## src/rtl/mips_fetch_stage.sv

```systemverilog
// Mini-MIPS instruction fetch stage: PC, single-outstanding imem handshake, skid buffer, IF/ID register.
// Optional FETCH_PERF_CNT_EN adds fetch/stall performance counters.
module mips_fetch_stage #(
   parameter logic [31:0] RESET_PC = 32'h0000_0000,
   parameter int unsigned PC_STEP  = 4
) (
   input  logic        clk,
   input  logic        rst,
   output logic        imem_req,
   output logic [31:0] imem_addr,
   input  logic        imem_ready,
   input  logic        imem_rvalid,
   input  logic [31:0] imem_rdata,
   input  logic        stall,
   input  logic        redirect_valid,
   input  logic [31:0] redirect_pc,
   input  logic        flush,
`ifdef FETCH_PERF_CNT_EN
   output logic [31:0] perf_fetch_cnt,
   output logic [31:0] perf_stall_cnt,
`endif
   output logic        id_valid,
   output logic [31:0] id_pc,
   output logic [31:0] id_pc_plus4,
   output logic [31:0] id_instr,
   output logic [5:0]  id_opcode,
   output logic [4:0]  id_rs,
   output logic [4:0]  id_rt,
   output logic [4:0]  id_rd,
   output logic [4:0]  id_shamt,
   output logic [5:0]  id_funct,
   output logic [15:0] id_imm16,
   output logic [25:0] id_jtarget
);

   localparam int unsigned XLEN = 32;
   localparam logic [XLEN-1:0] STEP = XLEN'(PC_STEP);

   typedef enum logic [1:0] {S_REQ, S_WAIT, S_HOLD} state_t;

   state_t          state;
   logic [XLEN-1:0] pc;
   logic [XLEN-1:0] fetch_pc;
   logic [XLEN-1:0] skid_instr;
   logic [XLEN-1:0] skid_pc;
   logic            kill;
   logic            handshake;

   // Request is suppressed while decode stalls so no response can outrun the skid.
   assign imem_req  = (state == S_REQ) && !stall && !rst;
   assign imem_addr = pc;
   assign handshake = imem_req && imem_ready;

   always_ff @(posedge clk) begin
      if (rst) begin
         state      <= S_REQ;
         pc         <= RESET_PC;
         fetch_pc   <= '0;
         skid_instr <= '0;
         skid_pc    <= '0;
         kill       <= 1'b0;
         id_valid   <= 1'b0;
         id_instr   <= '0;
         id_pc      <= '0;
      end else if (redirect_valid) begin
         pc       <= {redirect_pc[XLEN-1:2], 2'b00};
         id_valid <= 1'b0;
         case (state)
            S_REQ: begin
               // Fetch accepted alongside a redirect is already on the wrong path.
               if (handshake) begin
                  fetch_pc <= pc;
                  kill     <= 1'b1;
                  state    <= S_WAIT;
               end
            end
            S_WAIT: begin
               if (imem_rvalid) begin
                  kill  <= 1'b0;
                  state <= S_REQ;
               end else begin
                  kill <= 1'b1;
               end
            end
            default: state <= S_REQ;
         endcase
      end else begin
         case (state)
            S_REQ: begin
               if (handshake) begin
                  fetch_pc <= pc;
                  pc       <= pc + STEP;
                  state    <= S_WAIT;
               end
               if (!stall) id_valid <= 1'b0;
            end
            S_WAIT: begin
               if (imem_rvalid) begin
                  kill  <= 1'b0;
                  state <= S_REQ;
                  if (kill || flush) begin
                     if (!stall) id_valid <= 1'b0;
                  end else if (!stall) begin
                     id_valid <= 1'b1;
                     id_instr <= imem_rdata;
                     id_pc    <= fetch_pc;
                  end else begin
                     skid_instr <= imem_rdata;
                     skid_pc    <= fetch_pc;
                     state      <= S_HOLD;
                  end
               end else if (!stall) begin
                  id_valid <= 1'b0;
               end
            end
            default: begin
               if (flush) begin
                  state <= S_REQ;
               end else if (!stall) begin
                  id_valid <= 1'b1;
                  id_instr <= skid_instr;
                  id_pc    <= skid_pc;
                  state    <= S_REQ;
               end
            end
         endcase
         if (flush) id_valid <= 1'b0;
      end
   end

   assign id_pc_plus4 = id_pc + 32'd4;
   assign id_opcode   = id_instr[31:26];
   assign id_rs       = id_instr[25:21];
   assign id_rt       = id_instr[20:16];
   assign id_rd       = id_instr[15:11];
   assign id_shamt    = id_instr[10:6];
   assign id_funct    = id_instr[5:0];
   assign id_imm16    = id_instr[15:0];
   assign id_jtarget  = id_instr[25:0];

`ifdef FETCH_PERF_CNT_EN
   logic load_rsp_c;
   logic load_skid_c;

   assign load_rsp_c  = (state == S_WAIT) && imem_rvalid && !kill && !flush && !redirect_valid && !stall;
   assign load_skid_c = (state == S_HOLD) && !flush && !redirect_valid && !stall;

   // Counters wrap naturally at 2^32.
   always_ff @(posedge clk) begin
      if (rst) begin
         perf_fetch_cnt <= '0;
         perf_stall_cnt <= '0;
      end else begin
         if (load_rsp_c || load_skid_c) perf_fetch_cnt <= perf_fetch_cnt + 32'd1;
         if (stall && id_valid)         perf_stall_cnt <= perf_stall_cnt + 32'd1;
      end
   end
`endif

endmodule

```

## config.mk

```make
export PLATFORM = sky130hd
export DESIGN_NAME = mips_fetch_stage
export DESIGN_NICKNAME = d
export VERILOG_FILES = /design/src/rtl/mips_fetch_stage.sv
export SDC_FILE = /design/constraint.sdc
export NUM_CORES = 1
export LEC_CHECK = 0
export CAP_MARGIN = 20
export CORE_ASPECT_RATIO = 1.4
export CORE_UTILIZATION = 43
export DETAILED_ROUTE_END_ITERATION = 12
export PLACE_DENSITY = 0.79
export SETUP_SLACK_MARGIN = 0.4
export SYNTH_ARGS = -nofsm -noshare
export SYNTH_HDL_FRONTEND = slang
export SYNTH_SLANG_ARGS = --single-unit
```

## constraint.sdc

```tcl
create_clock -name clk -period 1.9 [get_ports clk]
set_input_delay 0.38 -clock clk [delete_from_list [all_inputs] [get_ports clk]]
set_output_delay 0.38 -clock clk [all_outputs]
set_load 0.02 [all_outputs]
```

# After elaboration in Yosys (flattened, before gate mapping)
# Index checks and enable logic that the tools add are counted.
[totals]
regBits = 196
elab_cells = 78
[classes]
n_addsub = 2
n_eq_ne = 6
n_mux = 36
bitwise_logic = 4
n_reduce_logical = 20
[op_table]
columns = ["op", "n"]
rows = [
  ["$mux 32", 13],
  ["$pmux 32 s2", 2],
  ["$add 32x3->32 const B", 2],
  ["$mux 2", 8],
  ["$reduce_bool 2->1", 5],
  ["$mux 1", 9],
  ["$pmux 2 s2", 2],
  ["$reduce_and 2->1", 3],
  ["$reduce_and 6->1", 1],
  ["$ne 5x1->1 const B", 1],
  ["$reduce_and 5->1", 1],
  ["$ne 2x2->1 const B", 2],
  ["$not 1->1", 4],
  ["$pmux 1 s2", 2],
  ["$reduce_and 4->1", 1],
  ["$logic_and 1x1->1", 3],
  ["$ne 3x3->1 const B", 1],
  ["$reduce_or 3->1", 1],
  ["$eq 2x1->1 const B", 1],
  ["$logic_not 1->1", 2],
  ["$logic_not 2->1", 1],
  ["$ne 2x1->1 const B", 1],
  ["$reduce_or 2->1", 1],
  ["$logic_or 1x1->1", 1],
]

# Depth between registers and ports, before layout
[depth]
ltp_word = 7
ltp_mapped = 8
depth_no_buf = 5

# Worst setup path after synthesis
# Ideal clock, no wire load.
[synth_path]
kind = "reg-to-output"
from = "register id_pc[4]"
to = "output id_pc_plus4[31]"
arrival_ps = 2080
path_slack_ps = -560
stages_incl_launch_ff = 6
path_buffers = 0
cell_sequence = "dfxtp_1 and4_1 nand4_1 nor3_1 nand4_1 xnor2_1"
[synth_via]
elab_chain_cells = 1
[synth_rtl]
columns = ["item", "line", "text"]
rows = [
  ["start, declared", "23", "output logic [31:0] id_pc,"],
  ["start signal, assigned", "106", "id_pc <= fetch_pc;"],
  ["start signal, assigned", "122", "id_pc <= skid_pc;"],
  ["$add 32x3->32", "131", "assign id_pc_plus4 = id_pc + 32'd4;"],
  ["end, declared", "24", "output logic [31:0] id_pc_plus4,"],
]
# No other way between the ends.

# Final worst setup path
[layout_path]
from = "register id_pc[3]"
to = "output id_pc_plus4[27]"
# The elaborated chain is that of the path after synthesis.

==> results by stage <==
Run status:
- The flow ran to the end, but the final reports show violations.
- The final reports fail on setup timing.

Final layout:
- After routing the design area is 15830 um^2.
- The number of nets in the layout is 1460.
- The layout cell share with drive strength beyond 1 is 54.90%.
- The final cell count without fillers is 1651.
- The area overhead of the layout relative to synthesis is 78.38%.
- The number of inserted diodes is 0.

Die:
- The die height is 172.0 um.
- The full die area is 21220 um^2.
- The I/O pin count is 275.
- The die is 123.4 um wide.
- The starting density of the core is 44.21%.
- The floorplan step defined a core boundary enclosing 20070 um^2.
- The total number of placement rows is 61.

Drt:
- The routed wire length per instance is 22.13 um.
- The count of antenna-violating nets left after detailed routing is 0.
- The total wirelength of the detailed-routed design is 36530 um.
- The number of detailed-routing iterations run before antenna repair is 7.
- For this block, the initial DRC count from the detailed router was 714.
- In the routed design, unresolved DRC markers number 0.
- For this block, the via count after detailed routing is 9315.
- The number of vias per cell is 5.642.

STA:
- The final count of pins violating max slew was 0.
- The period utilization is 136.7%.
- The final hold violation count is 0.
- The slack of the critical path is -0.6976 ns.
- Counting I/O delays and the setup requirement, the final critical path takes 2.598 ns.
- Summed over all failing endpoints, the final setup total negative slack is -12.47 ns.
- Setup repair after global routing could not meet its margin everywhere.
- Across all hold checks on the routed design, the worst slack comes to 0.2823 ns.
- Between clock sinks in the finished design, the worst skew comes to 0.01486 ns.
- Measured against its own limit, the worst slew margin works out to 22.48%.
- The highest achievable clock rate is 0.3850 GHz.
- Setup violations remaining at the end of the flow were counted as 24.
- For the pin with the worst max-slew slack, the measured transition is 1.163 ns.

Placement:
- Routability-driven placement finished with a final weighted congestion of 0.8217.
- After detailed placement, the total cell area comes to 12120 um^2.
- Detailed placement finished with a half-perimeter wire length of 16320 um.
- After detailed placement, the design holds a cell count of 1523.
- The count of input and output buffers is 266.

Synth:
- The number of synthesized flops with an enable pin is 0.
- Counting flops with an async set or reset pin after synthesis yields a share of 0%.
- Counting every instance in the synthesized netlist gives 1065.
- Each instance of the synthesized netlist takes up on average 8.332 um^2.
- Synthesis inferred 188 register bits.
- The largest total area in the synthesized netlist belongs to sky130_fd_sc_hd__dfxtp_1.
- The share of synthesized area in the top cell type comes to 42.41%.
- The most common cell in the synthesized netlist is sky130_fd_sc_hd__nand2_1.
- The number of distinct library cells after synthesis is 40.
- In the synthesized netlist the dominant register cell turns out to be sky130_fd_sc_hd__dfxtp_1.
- Ranked by total cell area, the synthesized netlist is headed by sky130_fd_sc_hd__dfxtp_1 42%, sky130_fd_sc_hd__nand2_1 9.1%, sky130_fd_sc_hd__mux2i_1 7.0%.
- The cell area after technology mapping is 8874 um^2.
- The Yosys step of the flow raised 0 warnings.
- The commonest cells after synthesis are 215 x sky130_fd_sc_hd__nand2_1, 188 x sky130_fd_sc_hd__dfxtp_1, 103 x sky130_fd_sc_hd__a21oi_1.
- Sequential cells were found to cover 42.41% of the synthesized design area.

Worst setup path:
- The startpoint of the most critical register-to-register path is state[0]$_SDFFE_PP0P_.
- In this design, the stage delay of the slowest critical-path cell is 0.37 ns.
- Walking the worst path, the cells encountered are and4_1, nand4_1, nor3_4, buf_12, buf_4, buf_6, nand3_4, xnor2_2, buf_6.
- The worst setup path is of the reg -> out kind.
- For the worst setup path, the data arrival time is 2.22 ns.
- The cell seen most often among critical-path stages is sky130_fd_sc_hd__buf_6.
- The peak fanout along the critical path is 6.
- The slowest stage of the critical path is the sky130_fd_sc_hd__dfxtp_4 cell.
- The required time at the endpoint of the critical path is 1.52 ns.
- The start point of the critical path is id_pc[3]$_SDFFE_PP0P_.
- The worst setup path is captured at an output port.
- The worst setup path is launched from a flop.

Clock network:
- Clock tree synthesis selected as its root buffer the cell sky130_fd_sc_hd__clkbuf_16.
- Clock tree synthesis found a total of 188 sinks.
- TritonCTS built the clock tree.
- The number of buffers created by CTS is 17.
- After clock tree synthesis, the clock-pin slew on the worst setup and hold paths is 0.07 ns.
- The maximum root-to-sink buffer count is 2.
- In this run the number of H-tree levels came out at 4.
- The insertion delay of the later-clocked pin in the worst-skew pair is 0.45 ns.
- The number of buffers inserted by hold repair at cts is 0.

GRT:
- The via count of the first global-routing pass is 7671.
- Summed over all layers, the global routing overflow is 0.
- The number of antenna violations at the first check in global routing came to 0.
- Entering global routing, the biggest net connects 189 pins.
- The first global-routing pass estimated 39250 um of wire.
- The global router's overall resource usage is 23.61%.

Power and ir drop:
- The analysis attributes to cell leakage a power of 6.442 nW.
- VDD sags by at most 550.8 uV.
- The cell area power density is 555.0 nW/um^2.
- The design draws 8.784 mW.

Worst hold path:
- The launch instance of the worst min-delay path is flush.
- The kind of path behind the tightest hold check is in -> reg.

Flow run:
- Max-cap violations in this run came to 0.
path summary, 6_finish.rpt:
check	slack, ns	to	cells past startpoint
min	0.28	id_valid$_SDFF_PP0_	3
min reg2reg	0.46	skid_instr[4]$_SDFFE_PP0P_	2
max reg2reg	0.01	id_pc[9]$_SDFFE_PP0P_	9
max	-0.70	id_pc_plus4[27]	9
state kept, by name, indices dropped and copies added, names as in the netlist:
| signal | count |
|---|---|
| kill | 1 |
| fetch_pc | 30 |
| imem_addr | 30 |
| id_valid | 1 |
| id_pc | 30 |
| skid_pc | 30 |
| skid_instr | 32 |
| id_instr | 32 |
| state | 2 |
worst max-delay path: cells and delay by family, from the launching register on:
kind	cells	cell delay, ns
and+or+nand+nor	4	0.74
DFF	1	0.37
xor gates and xnor gates	1	0.18
buffers and inverters	4	0.49
report_power, final:
part	leakage, nW	total, mW	switching [mW]	internal [mW]
Sequential	1.55	4.09	0.0856	4.00
Combinational	4.60	1.11	0.594	0.513
Clock	0.288	3.59	1.74	1.85
cell families (layout without fill, tap and decap cells):
kind of cell / Yosys count / count (layout) / synth area share (%)
DFF: 188 / 188 / 42.41
muxes: 62 / 62 / 6.994
and+or+nand+nor: 396 / 398 / 20.60
adders and majority gates: 2 / 2 / 0.2820
AOI/OAI and AO/OA: 196 / 196 / 13.62
buffers and inverters: 166 / 493 / 10.72
other: 1 / 6 / 0.04226
xor gates and xnor gates: 54 / 54 / 5.330
routing by layer:
metal / global-route usage [%] / vias to the layer above / wire, um
met2: 41.90 / 472 / 18940
li1: - / 4216 / -
met5: 0 / - / 0
met3: 3.562 / 133 / 2311
met1: 28.34 / 4494 / 13040
met4: 8.958 / 0 / 2235
what timing repair did:
item                       4_1_cts  5_1_grt
setup endpoints to repair      384      307
setup buffers                   26       30
gates cloned                     2       39
resized for setup              848      390
pin swaps                       90      192
per-stage QoR:
step,utilization (%),worst slack [ns]
floorplan,-,-0.2232
global placement,60.40,-0.5590
detailed placement,60.40,-0.6005
CTS,66.08,-0.6508
global route,78.86,-0.7400
finish,78.86,-0.6976
layout by cell type, fill, tap and decap left out, drive strengths merged, types with 11 or more instances in the layout:
cell type,synthesis,routed
clkdlybuf4s15,0,100
clkbuf,55,42
nand2,215,215
a21oi,103,103
clkdlybuf4s50,0,62
nand3,22,22
nand4,13,14
mux2i,62,62
nor2,93,93
buf,101,259
xnor2,48,48
a211oi,79,79
nor4,12,12
inv,10,19
dfxtp,188,188
nor3,11,11
final cells by class:
type,count,area (um^2)
Multi-Input combinational cell,718,6196
Timing Repair Buffer,452,4838
Fill cell,1161,4244
Sequential cell,188,3862
Clock buffer,19,464.2
Tap cell,252,315.3
Clock inverter,12,115.1
Inverter,10,37.54
(Power assumes the default switching activity.)
